==> config.mk <==
export PLATFORM = sky130hd
export DESIGN_NAME = if_id_queue_flat
export DESIGN_NICKNAME = d
export VERILOG_FILES = /design/src/rtl/pipeline_pkg.sv /design/src/rtl/if_id_queue_if.sv /design/src/rtl/if_id_queue.sv /design/src/flat_wrapper.sv
export SDC_FILE = /design/constraint.sdc
export NUM_CORES = 1
export LEC_CHECK = 0
export ABC_CLOCK_PERIOD_IN_PS = 3870
export CAP_MARGIN = 20
export CORE_ASPECT_RATIO = 0.8
export CORE_UTILIZATION = 35
export DETAILED_ROUTE_END_ITERATION = 10
export SYNTH_ARGS = -nofsm -noshare
export SYNTH_HDL_FRONTEND = slang
export SYNTH_SLANG_ARGS = --single-unit
==> constraint.sdc <==
create_clock -name clk -period 3.87 [get_ports clk]
set_clock_uncertainty 0.15 [all_clocks]
set_input_delay 0.774 -clock clk [delete_from_list [all_inputs] [get_ports clk]]
set_output_delay 0.774 -clock clk [all_outputs]
set_load 0.02 [all_outputs]
==> src/rtl/pipeline_pkg.sv <==
// Shared pipeline constants: default field widths, the bubble instruction and the occupancy-width helper.
// Reused by every stage register so a bubble means the same encoding everywhere.
package pipeline_pkg;

  localparam int PC_W_DEF    = 32;
  localparam int INSTR_W_DEF = 32;

  localparam logic [31:0] NOP_INSTR = 32'h0;

  function automatic int cnt_w(input int depth);
    return $clog2(depth + 1);
  endfunction

endpackage

==> src/rtl/if_id_queue_if.sv <==
// Fetch-side push handshake, decode-side head view, stall and flush for the IF/ID queue.
// The slave modport is the queue; the master modport is the fetch/decode side driving it.
interface if_id_queue_if
  import pipeline_pkg::*;
#(
  parameter int PC_W    = PC_W_DEF,
  parameter int INSTR_W = INSTR_W_DEF,
  parameter int DEPTH   = 4
);

  logic                      flush;
  logic                      if_valid;
  logic                      if_ready;
  logic [PC_W-1:0]           if_pc_4;
  logic [INSTR_W-1:0]        if_instruction;
  logic                      id_stall;
  logic                      id_valid;
  logic [PC_W-1:0]           id_pc_4;
  logic [INSTR_W-1:0]        id_instruction;
  logic [cnt_w(DEPTH)-1:0]   count;

  modport slave (
    input  flush, if_valid, if_pc_4, if_instruction, id_stall,
    output if_ready, id_valid, id_pc_4, id_instruction, count
  );

  modport master (
    output flush, if_valid, if_pc_4, if_instruction, id_stall,
    input  if_ready, id_valid, id_pc_4, id_instruction, count
  );

endinterface

==> src/rtl/if_id_queue.sv <==
// In-order DEPTH-entry queue of (pc+4, instruction) between fetch and decode; pushes appear on id_* one edge later.
// Fetch is backpressured only when full (no pop-bypass); decode stall holds the head; flush empties the queue.
module if_id_queue
  import pipeline_pkg::*;
#(
  parameter int                 PC_W    = PC_W_DEF,
  parameter int                 INSTR_W = INSTR_W_DEF,
  parameter int                 DEPTH   = 4,
  parameter logic [INSTR_W-1:0] NOP     = INSTR_W'(NOP_INSTR)
) (
  input  logic            clk,
  input  logic            rst,
  if_id_queue_if.slave    bus
);

  localparam int PTR_W = $clog2(DEPTH);
  localparam int CNT_W = cnt_w(DEPTH);

  logic [PTR_W-1:0]   wr_ptr_q, wr_ptr_d;
  logic [PTR_W-1:0]   rd_ptr_q, rd_ptr_d;
  logic [CNT_W-1:0]   count_q, count_d;
  logic [PC_W-1:0]    last_pc_4_q, last_pc_4_d;
  logic [PC_W-1:0]    pc_mem_q    [DEPTH];
  logic [PC_W-1:0]    pc_mem_d    [DEPTH];
  logic [INSTR_W-1:0] instr_mem_q [DEPTH];
  logic [INSTR_W-1:0] instr_mem_d [DEPTH];

  logic full, empty, push, pop;

  // Status derives from registered count only, so no input reaches an output combinationally.
  assign full  = (count_q == CNT_W'(DEPTH));
  assign empty = (count_q == '0);
  assign push  = bus.if_valid & ~full & ~bus.flush;
  assign pop   = ~empty & ~bus.id_stall & ~bus.flush;

  always_comb begin
    wr_ptr_d    = wr_ptr_q;
    rd_ptr_d    = rd_ptr_q;
    count_d     = count_q;
    last_pc_4_d = last_pc_4_q;
    pc_mem_d    = pc_mem_q;
    instr_mem_d = instr_mem_q;

    if (push) begin
      pc_mem_d[wr_ptr_q]    = bus.if_pc_4;
      instr_mem_d[wr_ptr_q] = bus.if_instruction;
      wr_ptr_d              = wr_ptr_q + PTR_W'(1);
    end
    if (pop) begin
      rd_ptr_d    = rd_ptr_q + PTR_W'(1);
      last_pc_4_d = pc_mem_q[rd_ptr_q];
    end
    count_d = count_q + CNT_W'(push) - CNT_W'(pop);

    // A redirect drops everything in flight but keeps the last value decode saw.
    if (bus.flush) begin
      wr_ptr_d = '0;
      rd_ptr_d = '0;
      count_d  = '0;
    end
  end

  always_ff @(posedge clk) begin
    if (!rst) begin
      wr_ptr_q    <= '0;
      rd_ptr_q    <= '0;
      count_q     <= '0;
      last_pc_4_q <= '0;
    end else begin
      wr_ptr_q    <= wr_ptr_d;
      rd_ptr_q    <= rd_ptr_d;
      count_q     <= count_d;
      last_pc_4_q <= last_pc_4_d;
    end
  end

  // Storage is never visible while empty, so it carries no reset.
  always_ff @(posedge clk) begin
    pc_mem_q    <= pc_mem_d;
    instr_mem_q <= instr_mem_d;
  end

  assign bus.if_ready       = ~full;
  assign bus.id_valid       = ~empty;
  assign bus.id_pc_4        = empty ? last_pc_4_q : pc_mem_q[rd_ptr_q];
  assign bus.id_instruction = empty ? NOP : instr_mem_q[rd_ptr_q];
  assign bus.count          = count_q;

endmodule

==> src/flat_wrapper.sv <==
// flat-port wrapper written by rule: the top's interface ports become plain ports
module if_id_queue_flat import pipeline_pkg::*;
#(
  parameter int                 PC_W    = PC_W_DEF,
  parameter int                 INSTR_W = INSTR_W_DEF,
  parameter int                 DEPTH   = 4,
  parameter logic [INSTR_W-1:0] NOP     = INSTR_W'(NOP_INSTR)
)
  (clk, rst, bus_flush, bus_if_valid, bus_if_pc_4, bus_if_instruction, bus_id_stall, bus_if_ready, bus_id_valid, bus_id_pc_4, bus_id_instruction, bus_count);
  if_id_queue_if #(.PC_W(PC_W), .INSTR_W(INSTR_W), .DEPTH(DEPTH)) bus_i ();
  input  logic clk;
  input  logic rst;
  input wire logic [$bits(bus_i.flush)-1:0] bus_flush;
  input wire logic [$bits(bus_i.if_valid)-1:0] bus_if_valid;
  input wire logic [$bits(bus_i.if_pc_4)-1:0] bus_if_pc_4;
  input wire logic [$bits(bus_i.if_instruction)-1:0] bus_if_instruction;
  input wire logic [$bits(bus_i.id_stall)-1:0] bus_id_stall;
  output wire logic [$bits(bus_i.if_ready)-1:0] bus_if_ready;
  output wire logic [$bits(bus_i.id_valid)-1:0] bus_id_valid;
  output wire logic [$bits(bus_i.id_pc_4)-1:0] bus_id_pc_4;
  output wire logic [$bits(bus_i.id_instruction)-1:0] bus_id_instruction;
  output wire logic [$bits(bus_i.count)-1:0] bus_count;
  assign bus_i.flush = bus_flush;
  assign bus_i.if_valid = bus_if_valid;
  assign bus_i.if_pc_4 = bus_if_pc_4;
  assign bus_i.if_instruction = bus_if_instruction;
  assign bus_i.id_stall = bus_id_stall;
  assign bus_if_ready = bus_i.if_ready;
  assign bus_id_valid = bus_i.id_valid;
  assign bus_id_pc_4 = bus_i.id_pc_4;
  assign bus_id_instruction = bus_i.id_instruction;
  assign bus_count = bus_i.count;
  if_id_queue #(.PC_W(PC_W), .INSTR_W(INSTR_W), .DEPTH(DEPTH), .NOP(NOP)) u_core (.clk(clk), .rst(rst), .bus(bus_i));
endmodule
Yosys cells after proc, flatten, opt, wreduce, memory -nomap -nowiden
Index checks and enable logic that the tools add are counted.
- register bits after elaboration: 295
- input bits: 69
- output and inout port bits: 69
- word-level logic and storage cells: 46
- add/sub/neg operators: 4
- magnitude comparators: 3
- equality and inequality tests: 1
- mux-type cells: 12
- bitwise gates (word level): 11
- reductions and logical operators: 3
- operators by type and width (operator ; count):
    $bwmux W128 ; 2
    $mux W32 ; 7
    $bmux W32 S2 ; 2
    $demux W32 S2 ; 1
    $ge A3 B3 Y1 const B ; 2
    $not A2 Y3 ; 2
    $not A1 Y1 ; 5
    $add A2 B1 Y2 const B ; 2
    $and A1 B1 Y1 ; 4
    $add A3 B1 Y3 ; 1
    $eq A3 B3 Y1 const B ; 1
    $logic_not A3 Y1 ; 1
    $lt A3 B1 Y1 const B ; 1
    $sub A3 B1 Y3 ; 1
    $reduce_or A2 Y1 ; 1
    $logic_and A1 B1 Y1 ; 1

Longest topological paths before layout
- depth in word-level cells: 6
- mapped depth: 11

Worst setup path before layout
Ideal clock, no wire load.
- path kind: input to register
- from: input bus_if_valid
- to: register u_core.instr_mem_q[0] in the netlist's numbering (enable)
- library setup time: 429 ps
- arrival time: 2692 ps
- data required time: 3291 ps
- slack: 599 ps
- cell stages on the path: 3
- buffers on the path: 0
- cells stage by stage: inv_1 > nor3_1 > and2_1
- longest elaborated chain between the ends: 2
- RTL lines (element ; line ; RTL):
    start: declaration ; flat_wrapper.sv:14 ; input wire logic [$bits(bus_i.if_valid)-1:0] bus_if_valid;
    $and A1 B1 Y1 (2 in a row) ; if_id_queue.sv:33 ; assign push = bus.if_valid & ~full & ~bus.flush;
    net u_core.push ; if_id_queue.sv:28 ; logic full, empty, push, pop;
    end signal: assignment ; if_id_queue.sv:80 ; instr_mem_q <= instr_mem_d;
    end: declaration ; if_id_queue.sv:25 ; logic [INSTR_W-1:0] instr_mem_q [DEPTH];
The timed path passes the listed nets, and every way through them passes these cells.
A chain may end at the register's enable or synchronous reset.

Worst setup path after layout
- from: register u_core.rd_ptr_q[0]
- to: output bus_id_instruction[24]
- longest elaborated chain between the ends: 5
- RTL lines (element ; line ; RTL):
    start: declaration ; if_id_queue.sv:20 ; logic [PTR_W-1:0] rd_ptr_q, rd_ptr_d;
    start signal: assignment ; if_id_queue.sv:71 ; rd_ptr_q <= rd_ptr_d;
    $not A2 Y3 (not written as such) ; if_id_queue.sv:86 ; assign bus.id_instruction = empty ? NOP : instr_mem_q[rd_ptr_q];
    $bmux W32 S2 ; if_id_queue.sv:86 ;
    $mux W32 (not written as such) (2 in a row) ; if_id_queue.sv:86 ;
    $mux W32 ; if_id_queue.sv:86 ;
    end: declaration ; flat_wrapper.sv:21 ; output wire logic [$bits(bus_i.id_instruction)-1:0] bus_id_instruction;
Every way passes these cells. The select of a mux whose other input is x is not followed.

==> flow_metrics.py <==
metrics = {
    "clock_network": {
        "ctsResizeCount": 0,
        "clk_path_buf_depth": 3,
        "clkSinkCount": 295,
        "cts_made_buffers": 31,
        "postCtsSetupBuffers": 0,
        "ctsHtreeMaxLevel": 1,
        "cts.clk_slew.worst_paths_ps": 60,
        "tritoncts_clock_tree": "yes",
        "clock_latency_ps": 550,
        "cts_hold_buf": 0,
        "cts.root.buffer_cell": "clkbuf_16",
    },
    "routing": {
        "drc": 0,
        "drt_pass1_iterations": 4,
        "wire_per_inst_microns": 20.43,
        "ant_nets": 0,
        "wl_final_mm": 24.43,
        "drtIter0Drc": 383,
        "route.detailed.vias_per_inst": 4.903,
        "route.vias.total": 5864,
    },
    "layout": {
        "final_core_utilization": 0.4558,
        "area_growth_syn_to_layout_pct": 27.74,
        "footprint_of_the_flip_flops_and_latches_sq_mm": 0.008476,
        "fillerInstances": 2709,
        "postLayoutCellArea_sq_mm": 0.01439,
        "drive_gt1_frac": 0.1856,
        "num_antenna_cells": 0,
        "finalNetCount": 828,
        "multi_input_comb_area_sq_mm": 0.002575,
    },
    "setup_path": {
        "rr_worst_depth": 10,
        "setup.worst_path.start_class": "flop",
        "worstSetupPathType": "reg -> out",
        "r2r_end": "u_core.bus.count[2]",
        "critical_path.reg2reg.startpoint": "u_core.bus.count[2]",
        "cp_endpoint_kind": "output port",
        "worst-endpoint-arrival_ps": 2640,
        "flop_to_flop_setup_slack_ps": 1100,
        "crit_required_ps": 2950,
        "cp_max_fo": 30,
    },
    "sta": {
        "slew-limit-headroom": 0.5863,
        "maxClockFrequency_mhz": 280.4,
        "timing_worst_slew_pin_value_ps": 615.8,
        "finalHoldViolations": 0,
        "fin_ws_ps": 304.1,
        "unrepaired_setup_endpoints_after_global_routing": "no",
        "final.period_utilization": 0.9214,
        "fin_crit_ps": 3566,
        "setup-tns-final_ps": 0,
        "report.final.slew_viol_count": 0,
        "setup_viol_count_final": 0,
    },
    "synthesis": {
        "synthesis.yosys.warnings": 0,
        "synth_register_bits": 295,
        "synth_seq_area_share": 0.7518,
        "syn_area_sq_mm": 0.01126,
        "edff_count_synth": 256,
        "synth_top_cells_by_count": "edfxtp_1, nand2_1, mux4_2, dfxtp_1, and2_1",
        "synth.largest_area_cell": "edfxtp_1",
        "synth_area_per_cell_sq_um": 18.87,
        "yosysTopAreaCellShare": 0.6825,
        "post-synth-top-count-cell": "edfxtp_1",
        "async_flop_share": 0,
        "yosysUniqueCellTypes": 29,
        "synth_area_leaders": "edfxtp_1, mux4_2, dfxtp_1, nand2_1, a22o_1",
        "syn-instance-count": 597,
        "synth_nets": 673,
        "dominantRegCellSynth": "edfxtp_1",
    },
    "power_and_ir_drop": {
        "power.leakage_nw": 4.742,
        "netSwitchingFraction": 0.2054,
        "p_sw_mw": 1.488,
        "vdd_drop_max_uv": 313.1,
        "power.density_mw_per_mm2": 503.3,
        "share_seq_of_total_power": 0.487,
        "power.clock.fraction": 0.447,
        "intPower_mw": 5.754,
        "power_frac_comb": 0.065,
    },
    "global_routing": {
        "grt_pass1_wl_mm": 37.67,
        "grt_overflow": 0,
        "grt_pass1_vias": 6022,
        "antenna_found_initial": 1,
        "pin_count_of_the_biggest_net_entering_global_routing": 66,
        "grt_util_all_layers": 0.1505,
    },
    "floorplanning": {
        "die_outline_width_microns": 202.6,
        "fp.coreArea_sq_mm": 0.03157,
        "initial_core_util": 0.3568,
        "die_y_microns": 162.5,
        "die_area_sq_mm": 0.03291,
        "ios": 138,
        "row_count": 58,
    },
    "worst_hold_path": {
        "hold-path-cell-count": 1,
        "min_from": "u_core.last_pc_4_q[13]",
        "min_path_type": "reg -> reg",
        "whs_endpoint": "u_core.last_pc_4_q[13]",
    },
    "placed_design": {
        "dpl.hpwl_mm": 14.44,
        "place.gp.congestion": 0.7276,
        "post-place-ws_ps": 642.6,
        "port-buffer-count": 137,
        "placed_cell_area_sq_mm": 0.01325,
    },
    "job": {
        "max_cap_viol_count": 0,
    },
    "outcome": {
        "status": "complete, no violations",
    },
}
-- placed cells by master (no fill, tap or decap), types with 4 or more instances in the layout --
cell,instances
edfxtp_1,256
and2_1,34
mux4_2,63
dfxtp_1,37
clkinv_2,4
a21oi_1,4
and2_4,4
buf_12,11
a22o_1,32
clkdlybuf4s50_1,137
bufinv_16,6
nand2_1,96
inv_1,8
clkbuf_16,31
clkbuf_8,8
ha_1,6
buf_4,6
-- layout make-up --
cell class                      instances  share of cell area
Sequential cell                       295              0.5891
Multi-Input combinational cell        260              0.1790
Tap cell                              420             0.03653
Clock buffer                           42             0.06235
Clock inverter                         15             0.01670
Timing Repair Buffer                  154              0.1137
Inverter                               10            0.002609
-- stage by stage --
stage	hold WS (ps)	power, mW	cells
after floorplan	292.1	3.813	597
after global placement	304.8	4.072	1139
after detailed placement	304.2	4.076	1139
after CTS	326.1	7.326	1196
after global routing	332.7	7.469	1196
final	323.9	7.241	1196
-- worst max path at each step --
stage / depth (start not counted) / slack [ps] / start / to
final: 4 / 300 / u_core.rd_ptr_q[0] / bus_id_instruction[24]
after detailed placement: 5 / 640 / bus_if_valid / u_core.instr_mem_q[8]
after global placement: 5 / 670 / bus_if_valid / u_core.instr_mem_q[6]
after global routing: 5 / 170 / u_core.rd_ptr_q[0] / bus_id_pc_4[28]
after CTS: 4 / 260 / u_core.rd_ptr_q[0] / bus_id_instruction[1]
after floorplan: 3 / 600 / bus_if_valid / u_core.instr_mem_q[0]
-- power by group through the flow --
stage	clock, mW	combinational (mW)	sequential (mW)
6_report	3.24	0.473	3.53
5_1_grt	3.43	0.509	3.53
4_1_cts	3.32	0.481	3.53
3_5_place_dp	0	0.479	3.60
3_3_place_gp	0	0.476	3.60
2_1_floorplan	0	0.217	3.60
-- registers in the layout, summed over array words and instances (netlist names) --
register            flops
u_core.pc_mem_q       128
u_core.bus.count        3
u_core.last_pc_4_q     32
u_core.instr_mem_q    128
u_core.wr_ptr_q         2
u_core.rd_ptr_q         2
-- layer usage --
metal / vias up / track usage / wire (microns)
met5: - / 0 / 13
met4: 2 / 0.03418 / 450
met3: 34 / 0.03021 / 1228
met2: 137 / 0.2298 / 10980
met1: 3047 / 0.2218 / 11760
li1: 2644 / - / -
-- cell families (layout without fill, tap and decap cells) --
| logic type | Yosys count | count (layout) | synth area share |
|---|---|---|---|
| flip-flops | 295 | 295 | 0.7518 |
| adder cells (fa/ha/maj) | 7 | 7 | 0.008442 |
| XOR/XNOR | 2 | 2 | 0.001555 |
| AO/OA/AOI/OAI | 41 | 41 | 0.02944 |
| AND/OR/NAND/NOR | 146 | 146 | 0.05910 |
| multiplexers | 64 | 64 | 0.1283 |
| buffers and inverters | 42 | 221 | 0.02133 |
-- worst max-delay path: stages, from the launching register on --
cell             delay (ps)
dfxtp_4                 460
buf_12                  270
mux4_1                  620
and2_1                  180
clkdlybuf4s50_1         530
Power figures use the tool's default switching activity.
